<file path="src/rtl/load_store_unit.sv">
// rtl/load_store_unit.sv - data-memory load/store stage with req/ack bus handshake and timeout
// Stalls the core while a bus access is outstanding and returns the extended load result in DONE.
module load_store_unit #(
  parameter int unsigned TIMEOUT_CYCLES = 16
) (
  input  logic        clk,
  input  logic        rst_n,
  input  logic        mem_read,
  input  logic        mem_write,
  input  logic [1:0]  data_size,
  input  logic        extension_type,
  input  logic [31:0] addr,
  input  logic [31:0] store_data,
  output logic [31:0] load_data,
  output logic        stall,
  output logic        misaligned,
  output logic        bus_error,
  output logic        bus_req,
  output logic        bus_we,
  output logic [31:0] bus_addr,
  output logic [31:0] bus_wdata,
  output logic [3:0]  bus_wstrb,
  input  logic        bus_ack,
  input  logic [31:0] bus_rdata
);

  localparam logic [1:0] S_IDLE = 2'd0;
  localparam logic [1:0] S_REQ  = 2'd1;
  localparam logic [1:0] S_DONE = 2'd2;
  localparam logic [7:0] LAST_CNT = 8'(TIMEOUT_CYCLES - 1);

  logic [1:0]  state_q,     state_d;
  logic [7:0]  cnt_q,       cnt_d;
  logic        bus_req_q,   bus_req_d;
  logic        bus_we_q,    bus_we_d;
  logic [31:0] bus_addr_q,  bus_addr_d;
  logic [31:0] bus_wdata_q, bus_wdata_d;
  logic [3:0]  bus_wstrb_q, bus_wstrb_d;
  logic [1:0]  size_q,      size_d;
  logic        ext_q,       ext_d;
  logic [1:0]  off_q,       off_d;
  logic [31:0] load_q,      load_d;
  logic        err_q,       err_d;

  logic        access;
  logic        aligned;
  logic [31:0] lane_wdata;
  logic [3:0]  lane_wstrb;
  logic [31:0] ext_rdata;
  logic [7:0]  rd_byte;
  logic [15:0] rd_half;

  assign access = mem_read | mem_write;

  always_comb begin
    aligned    = 1'b1;
    lane_wdata = store_data;
    lane_wstrb = 4'b1111;
    case (data_size)
      2'b00: begin
        aligned    = 1'b1;
        lane_wdata = {4{store_data[7:0]}};
        lane_wstrb = 4'b0001 << addr[1:0];
      end
      2'b01: begin
        aligned    = ~addr[0];
        lane_wdata = {2{store_data[15:0]}};
        lane_wstrb = 4'b0011 << addr[1:0];
      end
      default: begin
        aligned    = (addr[1:0] == 2'b00);
        lane_wdata = store_data;
        lane_wstrb = 4'b1111;
      end
    endcase
  end

  // Extraction uses the offset/size latched at launch, not the live decoder inputs.
  always_comb begin
    rd_byte = bus_rdata[7:0];
    case (off_q)
      2'd0:    rd_byte = bus_rdata[7:0];
      2'd1:    rd_byte = bus_rdata[15:8];
      2'd2:    rd_byte = bus_rdata[23:16];
      default: rd_byte = bus_rdata[31:24];
    endcase
    rd_half = off_q[1] ? bus_rdata[31:16] : bus_rdata[15:0];
    case (size_q)
      2'b00:   ext_rdata = ext_q ? {24'b0, rd_byte} : {{24{rd_byte[7]}}, rd_byte};
      2'b01:   ext_rdata = ext_q ? {16'b0, rd_half} : {{16{rd_half[15]}}, rd_half};
      default: ext_rdata = bus_rdata;
    endcase
  end

  always_comb begin
    state_d     = state_q;
    cnt_d       = cnt_q;
    bus_req_d   = bus_req_q;
    bus_we_d    = bus_we_q;
    bus_addr_d  = bus_addr_q;
    bus_wdata_d = bus_wdata_q;
    bus_wstrb_d = bus_wstrb_q;
    size_d      = size_q;
    ext_d       = ext_q;
    off_d       = off_q;
    load_d      = load_q;
    err_d       = err_q;
    case (state_q)
      S_IDLE: begin
        cnt_d  = 8'd0;
        load_d = 32'd0;
        err_d  = 1'b0;
        if (access && aligned) begin
          state_d     = S_REQ;
          bus_req_d   = 1'b1;
          bus_we_d    = mem_write;
          bus_addr_d  = {addr[31:2], 2'b00};
          bus_wdata_d = mem_write ? lane_wdata : 32'd0;
          bus_wstrb_d = mem_write ? lane_wstrb : 4'b0000;
          size_d      = data_size;
          ext_d       = extension_type;
          off_d       = addr[1:0];
        end
      end
      S_REQ: begin
        cnt_d = cnt_q + 8'd1;
        // Ack has priority over a timeout landing on the same cycle.
        if (bus_ack || cnt_q == LAST_CNT) begin
          state_d     = S_DONE;
          bus_req_d   = 1'b0;
          bus_we_d    = 1'b0;
          bus_addr_d  = 32'd0;
          bus_wdata_d = 32'd0;
          bus_wstrb_d = 4'b0000;
          err_d       = ~bus_ack;
          load_d      = (bus_ack && !bus_we_q) ? ext_rdata : 32'd0;
        end
      end
      default: begin
        state_d = S_IDLE;
        cnt_d   = 8'd0;
      end
    endcase
  end

  always_ff @(posedge clk or negedge rst_n) begin
    if (!rst_n) begin
      state_q     <= S_IDLE;
      cnt_q       <= 8'd0;
      bus_req_q   <= 1'b0;
      bus_we_q    <= 1'b0;
      bus_addr_q  <= 32'd0;
      bus_wdata_q <= 32'd0;
      bus_wstrb_q <= 4'b0000;
      size_q      <= 2'b00;
      ext_q       <= 1'b0;
      off_q       <= 2'b00;
      load_q      <= 32'd0;
      err_q       <= 1'b0;
    end else begin
      state_q     <= state_d;
      cnt_q       <= cnt_d;
      bus_req_q   <= bus_req_d;
      bus_we_q    <= bus_we_d;
      bus_addr_q  <= bus_addr_d;
      bus_wdata_q <= bus_wdata_d;
      bus_wstrb_q <= bus_wstrb_d;
      size_q      <= size_d;
      ext_q       <= ext_d;
      off_q       <= off_d;
      load_q      <= load_d;
      err_q       <= err_d;
    end
  end

  // Gate the combinational IDLE outputs with rst_n so reset silences them even with requests present.
  assign stall      = rst_n & (((state_q == S_IDLE) & access & aligned) | (state_q == S_REQ));
  assign misaligned = rst_n & (state_q == S_IDLE) & access & ~aligned;
  assign load_data  = (state_q == S_DONE) ? load_q : 32'd0;
  assign bus_error  = (state_q == S_DONE) & err_q;
  assign bus_req    = bus_req_q;
  assign bus_we     = bus_we_q;
  assign bus_addr   = bus_addr_q;
  assign bus_wdata  = bus_wdata_q;
  assign bus_wstrb  = bus_wstrb_q;

endmodule

</file>
<file path="config.mk">
export PLATFORM = sky130hd
export DESIGN_NAME = load_store_unit
export DESIGN_NICKNAME = d
export VERILOG_FILES = /design/src/rtl/load_store_unit.sv
export SDC_FILE = /design/constraint.sdc
export NUM_CORES = 1
export LEC_CHECK = 0
export CAP_MARGIN = 20
export CORE_AREA = 2 2 120 122
export CTS_CLUSTER_SIZE = 30
export DETAILED_ROUTE_END_ITERATION = 10
export DIE_AREA = 0 0 122 124
export GPL_ROUTABILITY_DRIVEN = 1
export PLACE_DENSITY_LB_ADDON = 0.05
export SLEW_MARGIN = 20
export SYNTH_ARGS = -nofsm -noshare
export SYNTH_HDL_FRONTEND = slang
export SYNTH_SLANG_ARGS = --single-unit
</file>
<file path="constraint.sdc">
create_clock -name clk -period 2.2 [get_ports clk]
set_input_delay 0.33 -clock clk [delete_from_list [all_inputs] [get_ports clk]]
set_output_delay 0.33 -clock clk [all_outputs]
set_load 0.05 [all_outputs]
</file>
==> report_table.html <==
<table>
<tr><th>Metric</th><th>Value</th></tr>
<tr><th colspan="2">GRT</th></tr>
<tr><td>Number of global-route vias before repair</td><td>around 4800</td></tr>
<tr><td>Number of antenna violations at the first check in global routing</td><td>0</td></tr>
<tr><td>Overflow left after global routing</td><td>0</td></tr>
<tr><td>Pin count of the biggest net entering global routing</td><td>84</td></tr>
<tr><td>Total routing resource utilization after global routing</td><td>21.7%</td></tr>
<tr><td>First-pass GRT wire length</td><td>25200 um</td></tr>
<tr><th colspan="2">Timing</th></tr>
<tr><td>Final critical-path share of the clock period</td><td>92.2%</td></tr>
<tr><td>Number of setup violations in the final report</td><td>0</td></tr>
<tr><td>Slew headroom</td><td>a little under two fifths</td></tr>
<tr><td>Clock skew</td><td>roughly 0.0057 ns</td></tr>
<tr><td>Transition time at the pin with the least slew margin</td><td>just over 0.9 ns</td></tr>
<tr><td>Achievable Freq</td><td>0.493 GHz</td></tr>
<tr><td>Unrepaired setup endpoints after global routing</td><td>no</td></tr>
<tr><td>Hold WS</td><td>0.00636 ns</td></tr>
<tr><td>Post-layout minimum cycle time</td><td>2.03 ns</td></tr>
<tr><td>Final hold viol count</td><td>0</td></tr>
<tr><td>Fin. max-slew vios</td><td>0</td></tr>
<tr><th colspan="2">Layout</th></tr>
<tr><td>Number of diodes added for antenna fixing</td><td>0</td></tr>
<tr><td>Post-Route Utilization</td><td>62.6%</td></tr>
<tr><td>Syn-to-layout area delta</td><td>61.9%</td></tr>
<tr><td>Fin nets</td><td>765</td></tr>
<tr><td>Final standard cell count with taps included and fillers excluded</td><td>853</td></tr>
<tr><td>Commonest cells after routing, fill and taps aside</td><td>clkdlybuf4s50_1 (170), dfrtp_1 (116), a22o_1 (48)</td></tr>
<tr><td>Area of all placed cells without fillers</td><td>0.00859 mm^2</td></tr>
<tr><td>Commonest non-fill, non-tap cell in the layout</td><td>clkdlybuf4s50_1</td></tr>
<tr><td>Layout cells sized above 1</td><td>16.6%</td></tr>
<tr><th colspan="2">Drt</th></tr>
<tr><td>Total routed wirelength</td><td>16100 um</td></tr>
<tr><td>Remaining antenna violation count</td><td>0</td></tr>
<tr><td>DRT Pass-1 Iters</td><td>4</td></tr>
<tr><td>Routed WL per cell</td><td>18.9 um</td></tr>
<tr><td>Via-to-Cell Ratio</td><td>5.38</td></tr>
<tr><td>DRC violation count after routing</td><td>0</td></tr>
<tr><td>Total number of vias</td><td>4591</td></tr>
<tr><td>Number of DRC violations after detailed-routing iteration 0</td><td>approximately 250</td></tr>
<tr><th colspan="2">Setup path</th></tr>
<tr><td>Number of buffers and inverters on the critical path</td><td>0</td></tr>
<tr><td>Largest driver fanout on the critical path</td><td>16</td></tr>
<tr><td>Critical path capture point type</td><td>register</td></tr>
<tr><td>Required time of the critical path</td><td>roughly 2.5 ns</td></tr>
<tr><td>CP top delay family</td><td>compound AO/OA/AOI/OAI gates</td></tr>
<tr><td>Arrival time of data at the critical path endpoint</td><td>2.37 ns</td></tr>
<tr><td>Largest stage delay, worst path</td><td>between 0.8 and 0.9 ns</td></tr>
<tr><td>Kind of critical path</td><td>register to register</td></tr>
<tr><td>Worst setup SP type</td><td>register</td></tr>
<tr><td>Sequence of cells on the critical path</td><td>and4bb_2 &gt; nand2_1 &gt; a2111oi_4 &gt; a221o_2</td></tr>
<tr><td>Slowest cell on the critical path</td><td>a2111oi_4</td></tr>
<tr><th colspan="2">Synthesis</th></tr>
<tr><td>Number of enable-type register cells in the synthesized netlist</td><td>0</td></tr>
<tr><td>Count of mapped cells out of synthesis</td><td>450</td></tr>
<tr><td>Distinct cell type count after synthesis</td><td>44</td></tr>
<tr><td>Sequential cell area fraction in the yosys report</td><td>between 50% and 60%</td></tr>
<tr><td>Commonest register cell after synthesis</td><td>dfrtp_1</td></tr>
<tr><td>Asr flop ratio synth</td><td>100%</td></tr>
<tr><td>Netlist Area Pre-Place</td><td>0.00531 mm^2</td></tr>
<tr><td>Number of synthesis warnings</td><td>0</td></tr>
<tr><td>Flip-flop and latch count after synthesis</td><td>116</td></tr>
<tr><td>Mean instance size in the synthesized netlist</td><td>about 12 um^2</td></tr>
<tr><th colspan="2">Power</th></tr>
<tr><td>Sw Pwr</td><td>4.21 mW</td></tr>
<tr><td>Switching share of total power</td><td>40.2%</td></tr>
<tr><td>Reported leakage power</td><td>3.84 nW</td></tr>
<tr><td>Pwr dens</td><td>1220 mW/mm^2</td></tr>
<tr><td>Peak supply drop</td><td>0.000740 V</td></tr>
<tr><td>Internal Dissipation</td><td>6.28 mW</td></tr>
<tr><td>Share of total power in sequential cells</td><td>29.9%</td></tr>
<tr><td>Part of the power in the clock network</td><td>about 27%</td></tr>
<tr><td>Combinational cell fraction of total power</td><td>43.2%</td></tr>
<tr><th colspan="2">Clock network</th></tr>
<tr><td>CTS tree</td><td>done</td></tr>
<tr><td>Number of buffers added for setup after CTS</td><td>0</td></tr>
<tr><td>Hold_buf cts</td><td>0</td></tr>
<tr><td>Clock slew at the register clock pins of the worst setup and hold paths</td><td>approximately 0.050 ns</td></tr>
<tr><td>Worst-case clock buffer depth</td><td>2</td></tr>
<tr><td>Maximum level of the CTS H-tree</td><td>4</td></tr>
<tr><td>Quantity of gates resized following cts</td><td>0</td></tr>
<tr><td>Clock latency on the worst-skew pair</td><td>0.40 ns</td></tr>
<tr><td>Root buffer selected by CTS</td><td>clkbuf_16</td></tr>
<tr><td>Num Clock Sinks</td><td>116</td></tr>
<tr><td>Number of clock buffers inserted by TritonCTS</td><td>17</td></tr>
<tr><th colspan="2">Floorplanning</th></tr>
<tr><td>Effective utilization at floorplan</td><td>38.7%</td></tr>
<tr><td>Full die area</td><td>about 0.015 mm^2</td></tr>
<tr><td>Ports placed on the boundary</td><td>209</td></tr>
<tr><td>Area of the core</td><td>0.0137 mm^2</td></tr>
<tr><td>Die H</td><td>124 um</td></tr>
<tr><td>Core Rows</td><td>43</td></tr>
<tr><td>Width of the chip</td><td>122 um</td></tr>
<tr><th colspan="2">Status</th></tr>
<tr><td>Status</td><td>completed</td></tr>
<tr><th colspan="2">Min path</th></tr>
<tr><td>Worst hold path type</td><td>primary input to asynchronous set/reset pin</td></tr>
<tr><th colspan="2">Place</th></tr>
<tr><td>RePlAce Congestion</td><td>0.855</td></tr>
<tr><td>Count of port buffers added during placement</td><td>206</td></tr>
<tr><td>HPWL after detailed placement</td><td>between 10000 and 15000 um</td></tr>
<tr><td>Instance count after placement with tap cells included</td><td>821</td></tr>
<tr><td>Total placed instance area</td><td>0.00798 mm^2</td></tr>
<tr><th colspan="2">Run</th></tr>
<tr><td>Count of max-cap constraint violations</td><td>0</td></tr>
</table>
[power groups by stage]
stage / registers [mW] / logic (mW) / clock network (mW)
after floorplan: 4.58 / 1.40 / 0
after global placement: 3.15 / 4.49 / 0
after detailed placement: 3.15 / 4.54 / 0
after CTS: 3.14 / 4.56 / 2.87
after global routing: 3.22 / 4.76 / 2.97
final: 3.14 / 4.54 / 2.82
[final timing paths]
check	start	to	slack [ns]	cells after the start
worst max-delay path	bus_we$_DFFE_PN0P_	load_q[23]$_DFFE_PN0P_	0.17	4
worst min register to register	load_q[0]$_DFFE_PN0P_	load_q[0]$_DFFE_PN0P_	0.47	1
max in group asynchronous	rst_n	bus_addr[11]$_DFFE_PN0P_	1.57	2
worst min-delay path	rst_n	bus_wdata[28]$_DFFE_PN0P_	0.006	2
min in group clk	load_q[0]$_DFFE_PN0P_	load_q[0]$_DFFE_PN0P_	0.47	1
worst max register to register	bus_we$_DFFE_PN0P_	load_q[23]$_DFFE_PN0P_	0.17	4
[metal layers]
layer	share of wire, %	vias to the layer above	global-route usage, %
li1	-	2116	-
met1	41	2254	26.9
met2	47	192	34.3
met3	8.7	29	7.92
met4	2.7	0	9.48
met5	0	-	0
[cells in the mapped netlist (2+ instances only)]
master / n / area, um^2
xor2_1: 4 / 35.0
o21ai_0: 22 / 110
nand3_1: 2 / 10.0
and3_1: 3 / 18.8
o22ai_1: 7 / 43.8
a221o_1: 7 / 70.1
nand2_1: 14 / 52.6
buf_4: 2 / 15.0
nand4_1: 2 / 12.5
o221a_2: 3 / 33.8
nor2_1: 27 / 101
a221o_2: 10 / 113
a21o_1: 15 / 113
and2_1: 35 / 219
a21oi_1: 5 / 25.0
a221oi_1: 7 / 61.3
mux2i_1: 32 / 320
or2_2: 2 / 12.5
o2bb2ai_1: 25 / 219
inv_1: 4 / 15.0
dfrtp_1: 116 / 2900
nor2b_1: 2 / 12.5
mux2_2: 3 / 33.8
xnor2_1: 3 / 26.3
buf_1: 4 / 15.0
buf_2: 7 / 35.0
nand2b_1: 2 / 12.5
clkbuf_1: 21 / 78.8
buf_6: 2 / 22.5
a22o_1: 48 / 420
[flip-flops by register name, summed over array words and instances (netlist names)]
name,flops
size_q,2
bus_we,1
bus_addr,30
cnt_q,8
bus_wstrb,4
bus_req,1
err_q,1
load_q,32
ext_q,1
off_q,2
state_q,2
bus_wdata,32
[cell type report]
| cell class | instances | area (um^2) |
|---|---|---|
| Timing Repair Buffer | 226 | 2600 |
| Fill cell | 1127 | 5120 |
| Sequential cell | 116 | 2900 |
| Clock inverter | 13 | 156 |
| Inverter | 4 | 15.0 |
| Clock buffer | 19 | 453 |
| Tap cell | 180 | 225 |
| Multi-Input combinational cell | 295 | 2240 |
[cell families after synthesis]
kind of cell    Yosys count  synth area share (%)
compound gates          155                  24.1
flops                   116                  54.7
xor+xnor                  7                  1.16
simple gates             94                  9.22
buf+inv                  40                  3.42
fa+ha+maj                 1                 0.236
mux                      36                  7.10
other cells               1                0.0707
[through the flow]
stage               setup TNS (ns)  power, mW  setup slack [ns]
floorplan                        0       5.97             0.295
global placement            -0.894       7.64           -0.0637
detailed placement           -3.06       7.70            -0.203
CTS                              0       10.6             0.151
global route                     0       11.0            0.0518
finish                           0       10.5             0.171
(Power assumes the default switching activity.)
